==> src/rtl/pager_seq_detect.sv <==
// Serial page-code detector: matches a loadable CODE_W-bit code in bit stream x, counts pages.
// Latency: z is registered and rises in the cycle after the edge that samples the completing bit.
// Backpressure: none; x is consumed only on en=1 edges, and code_ld overrides en.
module pager_seq_detect #(
   parameter int                CODE_W   = 4,
   parameter logic [CODE_W-1:0] CODE_RST = 4'b0011,
   parameter bit                OVERLAP  = 1'b1,
   parameter bit                LATCH    = 1'b0,
   parameter int                CNT_W    = 8
) (
   input  logic              clk,
   input  logic              rst,
   input  logic              en,
   input  logic              x,
   input  logic              code_ld,
   input  logic [CODE_W-1:0] code_in,
   input  logic              ack,
   output logic              z,
   output logic [CNT_W-1:0]  page_cnt,
   output logic              armed
);

   localparam int                FILL_W  = $clog2(CODE_W + 1);
   localparam logic [FILL_W-1:0] FULL    = FILL_W'(CODE_W);
   localparam logic [CNT_W-1:0]  CNT_MAX = '1;

   // ARMED means the history holds CODE_W valid bits; it always tracks fill == CODE_W
   typedef enum logic {
      FILLING = 1'b0,
      ARMED   = 1'b1
   } state_t;

   state_t              state_q, state_n;
   logic [CODE_W-1:0]   hist_q, hist_n, hist_sh;
   logic [FILL_W-1:0]   fill_q, fill_n, fill_inc;
   logic [CODE_W-1:0]   code_q, code_n;
   logic [CNT_W-1:0]    cnt_q, cnt_n;
   logic                z_q, z_n;
   logic                match;

   // State register: reset restores the power-on code and clears everything else
   always_ff @(posedge clk) begin
      if (rst) begin
         state_q <= FILLING;
         hist_q  <= '0;
         fill_q  <= '0;
         code_q  <= CODE_RST;
         cnt_q   <= '0;
         z_q     <= 1'b0;
      end else begin
         state_q <= state_n;
         hist_q  <= hist_n;
         fill_q  <= fill_n;
         code_q  <= code_n;
         cnt_q   <= cnt_n;
         z_q     <= z_n;
      end
   end

   // Next-state: shift/compare on enabled samples, code load restarts the history
   always_comb begin
      hist_n   = hist_q;
      fill_n   = fill_q;
      code_n   = code_q;
      cnt_n    = cnt_q;
      match    = 1'b0;
      hist_sh  = {hist_q[CODE_W-2:0], x};
      fill_inc = (fill_q == FULL) ? FULL : fill_q + 1'b1;

      if (code_ld) begin
         // x is dropped on a load edge; a partial history can never match
         code_n = code_in;
         hist_n = '0;
         fill_n = '0;
      end else if (en) begin
         match  = (fill_inc == FULL) && (hist_sh == code_q);
         hist_n = hist_sh;
         fill_n = fill_inc;
         if (match && !OVERLAP) begin
            hist_n = '0;
            fill_n = '0;
         end
      end

      if (match && (cnt_q != CNT_MAX)) begin
         cnt_n = cnt_q + 1'b1;
      end

      // Pulse mode follows match directly; latch mode sets on match (winning over ack)
      if (LATCH) begin
         if (match)    z_n = 1'b1;
         else if (ack) z_n = 1'b0;
         else          z_n = z_q;
      end else begin
         z_n = match;
      end

      state_n = (fill_n == FULL) ? ARMED : FILLING;
   end

   assign z        = z_q;
   assign page_cnt = cnt_q;
   assign armed    = (state_q == ARMED);

endmodule
==> config.mk <==
export PLATFORM = sky130hd
export DESIGN_NAME = pager_seq_detect
export DESIGN_NICKNAME = d
export VERILOG_FILES = /design/src/rtl/pager_seq_detect.sv
export SDC_FILE = /design/constraint.sdc
export NUM_CORES = 1
export LEC_CHECK = 0
export CAP_MARGIN = 20
export CELL_PAD_IN_SITES_DETAIL_PLACEMENT = 1
export CELL_PAD_IN_SITES_GLOBAL_PLACEMENT = 1
export CORE_MARGIN = 10
export CORE_UTILIZATION = 40
export CTS_BUF_LIST = sky130_fd_sc_hd__clkbuf_8
export CTS_CLUSTER_SIZE = 14
export DETAILED_ROUTE_END_ITERATION = 7
export GPL_ROUTABILITY_DRIVEN = 0
export PLACE_DENSITY_LB_ADDON = 0.1
export SLEW_MARGIN = 0
export SYNTH_ARGS = -nofsm -noshare
export SYNTH_HDL_FRONTEND = slang
export SYNTH_SLANG_ARGS = --single-unit
==> constraint.sdc <==
create_clock -name clk -period 2.4 [get_ports clk]
set_input_delay 0.72 -clock clk [delete_from_list [all_inputs] [get_ports clk]]
set_output_delay 0.72 -clock clk [all_outputs]
set_load 0.1 [all_outputs]
==> flow_summary.rst <==
.. list-table::
   :header-rows: 1

   * - Metric
     - Value
   * - Number of antenna violations at the first check in global routing
     - 0
   * - Die height
     - 71.32 um
   * - Leading post-synthesis cells by cell area
     - sky130_fd_sc_hd__dfxtp_1 38%, sky130_fd_sc_hd__mux2i_1 7.6%, sky130_fd_sc_hd__mux2_1 6.4%, sky130_fd_sc_hd__nor2b_1 5.3%, sky130_fd_sc_hd__nor2_1 3.9%
   * - Maximum fanout encountered on the critical timing path
     - 9
   * - Total Neg Setup Slack
     - 0 ps
   * - Clock tree skew after final layout
     - 4.262 ps
   * - TritonCTS clock tree
     - yes
   * - Share of synthesized area occupied by flip-flops and latches
     - 0.3800
   * - H-tree depth reported by CTS
     - 1
   * - Top achievable clock speed
     - approximately 430 MHz
   * - FP Rows
     - 18
   * - Detailed placement HPWL
     - 1927 um
   * - Synthesized instance count
     - 110
   * - Number of nets at the end of the flow
     - 145
   * - Result of the run
     - complete, no violations
   * - Layout cell share with drive strength beyond 1
     - 0.2137
   * - Cell Area, Placed
     - 0.001256 mm^2
   * - Placed cells
     - 158
   * - Category of the critical setup timing path
     - in -> reg
   * - Setup crit start kind
     - input port
   * - Post-CTS setup buffer count
     - 0
   * - Starting utilization of the core area
     - 0.4214
   * - Pins over their slew limit
     - 0
   * - Via count
     - roughly 870
   * - Most numerous cell types in the synthesized netlist
     - 20 x sky130_fd_sc_hd__dfxtp_1, 11 x sky130_fd_sc_hd__nor2_1, 9 x sky130_fd_sc_hd__nor2b_1
   * - Clock Tree Buf Depth
     - 2
   * - Critical Path Max Stage Delay
     - 440 ps
   * - Top-Level Pins
     - 20
   * - Slowest library cell on the worst path
     - sky130_fd_sc_hd__clkdlybuf4s50_1
   * - Synth area leader
     - sky130_fd_sc_hd__dfxtp_1
   * - Slew margin rel.
     - 0.5227
   * - Clock-pin transition on the worst setup and hold timing paths
     - 70 ps
   * - Crit. End Element
     - flop
   * - Data arrival at the endpoint of the critical path
     - roughly 2500 ps
   * - Syn avg cell area
     - 9.577 um^2
   * - Max-cap violation count
     - 0
   * - DR DRC count
     - 0
   * - Total clock sinks
     - 20
   * - Reg2reg start
     - fill_q[0]$_SDFF_PP0_
   * - Area share of the leading cell type in the synthesized netlist
     - 0.3800
   * - Total clock buffers created by CTS
     - 3
   * - Floorplan die area
     - 0.005087 mm^2
   * - Synth warnings
     - 0
   * - Worst R2R End
     - page_cnt[0]$_SDFFE_PP0P_
   * - Die Span X
     - 71.32 um
   * - Required time of the critical path
     - 2550 ps
   * - Pwr dens
     - approximately 540 mW/mm^2
   * - Final critical-path required period
     - 2340 ps
   * - Finished layout cell area
     - roughly 0.0014 mm^2
   * - Slew @ Worst Pin
     - 712.1 ps
   * - Largest delay contributor family on the critical path
     - buffers and inverters
   * - Core region area
     - 0.002500 mm^2
   * - Count of flip-flops with a built-in enable after synthesis
     - 0
   * - Clock network power share
     - 0.457
   * - First-pass GRT wire length
     - 4298 um
   * - Prevailing post-synth register cell
     - sky130_fd_sc_hd__dfxtp_1
   * - Combinational Power Share
     - 0.080
   * - Number of buffer and inverter instances along the worst setup path
     - 2
   * - Reg2reg setup slack
     - between 100 and 150 ps
   * - Number of global-route vias before repair
     - roughly 880
   * - WL per Instance
     - 16.11 um
   * - Proportion of power drawn by flip-flops and latches
     - 0.463
   * - Register-to-Register Path Depth
     - 6
   * - Worst hold path stage count
     - 2
   * - Internal power
     - 590.7 uW
   * - Number of hold violations in the final report
     - 0
   * - Post-synthesis register bit count
     - 20
   * - Final cell count without fillers
     - 161
   * - Maximum number of pins on one net before global-route repair
     - 23
   * - Cell area after synthesis
     - 0.001054 mm^2
   * - Net Sw Power
     - between 100 and 150 uW
   * - TritonRoute pass-1 iters
     - 2
   * - Final ANT Viol Nets
     - 0
   * - Hold Path Origin
     - code_q[1]$_SDFFE_PP1P_
   * - Min Hold Slack
     - 506.6 ps
   * - Synth unique cells
     - 30
   * - Destination of the critical timing path
     - page_cnt[0]$_SDFFE_PP0P_
   * - Post-Synthesis Net Count
     - roughly 120
   * - Clock Root Buffer
     - sky130_fd_sc_hd__clkbuf_8
   * - Number of buffers inserted by hold repair at cts
     - 0
   * - Final worst path period share
     - 0.9749
   * - Worst IR drop on VDD
     - around 0.36 mV
   * - Final Setup Violations
     - 0
   * - Routed via count divided by cell count
     - roughly 5.4
   * - Worst path depth
     - 6
   * - Global-route total usage across every layer
     - 0.1024
   * - Cells along the critical path
     - clkdlybuf4s50_1, xor2_1, a2111o_1, buf_4, nor3_2, mux2_1
   * - Total wire length
     - 2593 um
   * - Sum of overflow across all layers after global routing
     - 0
   * - Number of port buffers
     - 18
   * - Leakage dissipation
     - between 0.0005 and 0.0006 uW
   * - Top-count cell post-synth
     - sky130_fd_sc_hd__dfxtp_1
   * - First element of the critical path
     - x
   * - Area overhead of the layout relative to synthesis
     - 29.81%
   * - Net Sw Frac
     - 0.2024
   * - Classification of the worst-slack hold path
     - reg -> reg
   * - Ys async rst share
     - 0
   * - Clock latency on the worst-skew pair
     - approximately 260 ps
   * - Diodes inserted
     - 0
   * - Starting DRC count in detailed routing
     - between 50 and 60
==> worst min-delay path, stage by stage (launching register included) <==
cell and delay (ps):
sky130_fd_sc_hd__dfxtp_1 350, sky130_fd_sc_hd__mux2i_1 70, sky130_fd_sc_hd__nand2_1 60
==> power groups by stage <==
stage                     clock network (uW)  registers, uW  logic [uW]
final                                    339            343        59.2
after CTS                                348            343        60.3
after floorplan                            0            349        33.9
after global placement                     0            350        56.8
after global routing                     361            344        65.6
after detailed placement                   0            351        59.4
==> layout by cell type (no fill, tap or decap), types with 2 or more instances in the layout <==
master	instances
sky130_fd_sc_hd__clkbuf_8	3
sky130_fd_sc_hd__nor4_1	2
sky130_fd_sc_hd__nor2b_1	9
sky130_fd_sc_hd__clkdlybuf4s50_1	7
sky130_fd_sc_hd__mux2i_1	8
sky130_fd_sc_hd__nand2_1	7
sky130_fd_sc_hd__nor3_1	6
sky130_fd_sc_hd__nor4b_4	2
sky130_fd_sc_hd__a21oi_1	3
sky130_fd_sc_hd__nor3_2	2
sky130_fd_sc_hd__mux2_1	6
sky130_fd_sc_hd__dfxtp_1	20
sky130_fd_sc_hd__nand3_1	4
sky130_fd_sc_hd__xor2_1	4
sky130_fd_sc_hd__inv_1	4
sky130_fd_sc_hd__nor2_1	11
sky130_fd_sc_hd__ha_1	3
sky130_fd_sc_hd__nor4_2	2
sky130_fd_sc_hd__buf_4	14
==> sequential cells by signal, indices dropped and copies added (netlist names) <==
register and count:
hist_q 3, code_q 4, fill_q 3, armed 1, page_cnt 8, z 1
==> per-layer routing <==
metal	global-route usage	wire length, um
met5	0	0
met4	0.03871	25
met3	0.03306	126
met2	0.1569	1222
met1	0.1298	1217
==> cell families after synthesis <==
| family | share of synthesized area |
|---|---|
| adders and majority gates | 0.03563 |
| AOI/OAI and AO/OA | 0.07839 |
| xor gates and xnor gates | 0.03325 |
| buffers and inverters | 0.04750 |
| DFF | 0.3800 |
| and+or+nand+nor | 0.2850 |
| muxes | 0.1401 |
==> how the worst min path moves through the flow <==
stage,endpoint
2_1_floorplan,code_q[0]$_SDFFE_PP1P_
3_3_place_gp,code_q[0]$_SDFFE_PP1P_
3_5_place_dp,page_cnt[1]$_SDFFE_PP0P_
4_1_cts,page_cnt[1]$_SDFFE_PP0P_
5_1_grt,code_q[0]$_SDFFE_PP1P_
6_report,code_q[1]$_SDFFE_PP1P_
==> stage by stage <==
step           setup WS, ps    util  total power (uW)
6_report              60.26  0.5470             740.5
5_1_grt              -19.71  0.5470             770.5
4_1_cts               10.63  0.5425             750.6
3_5_place_dp         -356.3  0.5025             410.0
3_3_place_gp         -305.5  0.5025             407.0
2_1_floorplan         78.18       -             383.3
==> area by class of cell <==
| cell class | count | area [um^2] |
|---|---|---|
| Fill cell | 303 | 1132 |
| Multi-Input combinational cell | 80 | 644.4 |
| Sequential cell | 20 | 400.4 |
| Timing Repair Buffer | 23 | 198.9 |
| Clock buffer | 3 | 41.29 |
| Tap cell | 30 | 37.54 |
| Clock inverter | 1 | 30.03 |
| Inverter | 4 | 15.01 |
==> repair_timing <==
action | 4_1_cts | 5_1_grt
setup endpoints to repair | 6 | 6
cloned | 0 | 0
pin swaps | 2 | 1
resized for setup | 5 | 4
(Power assumes the default switching activity.)
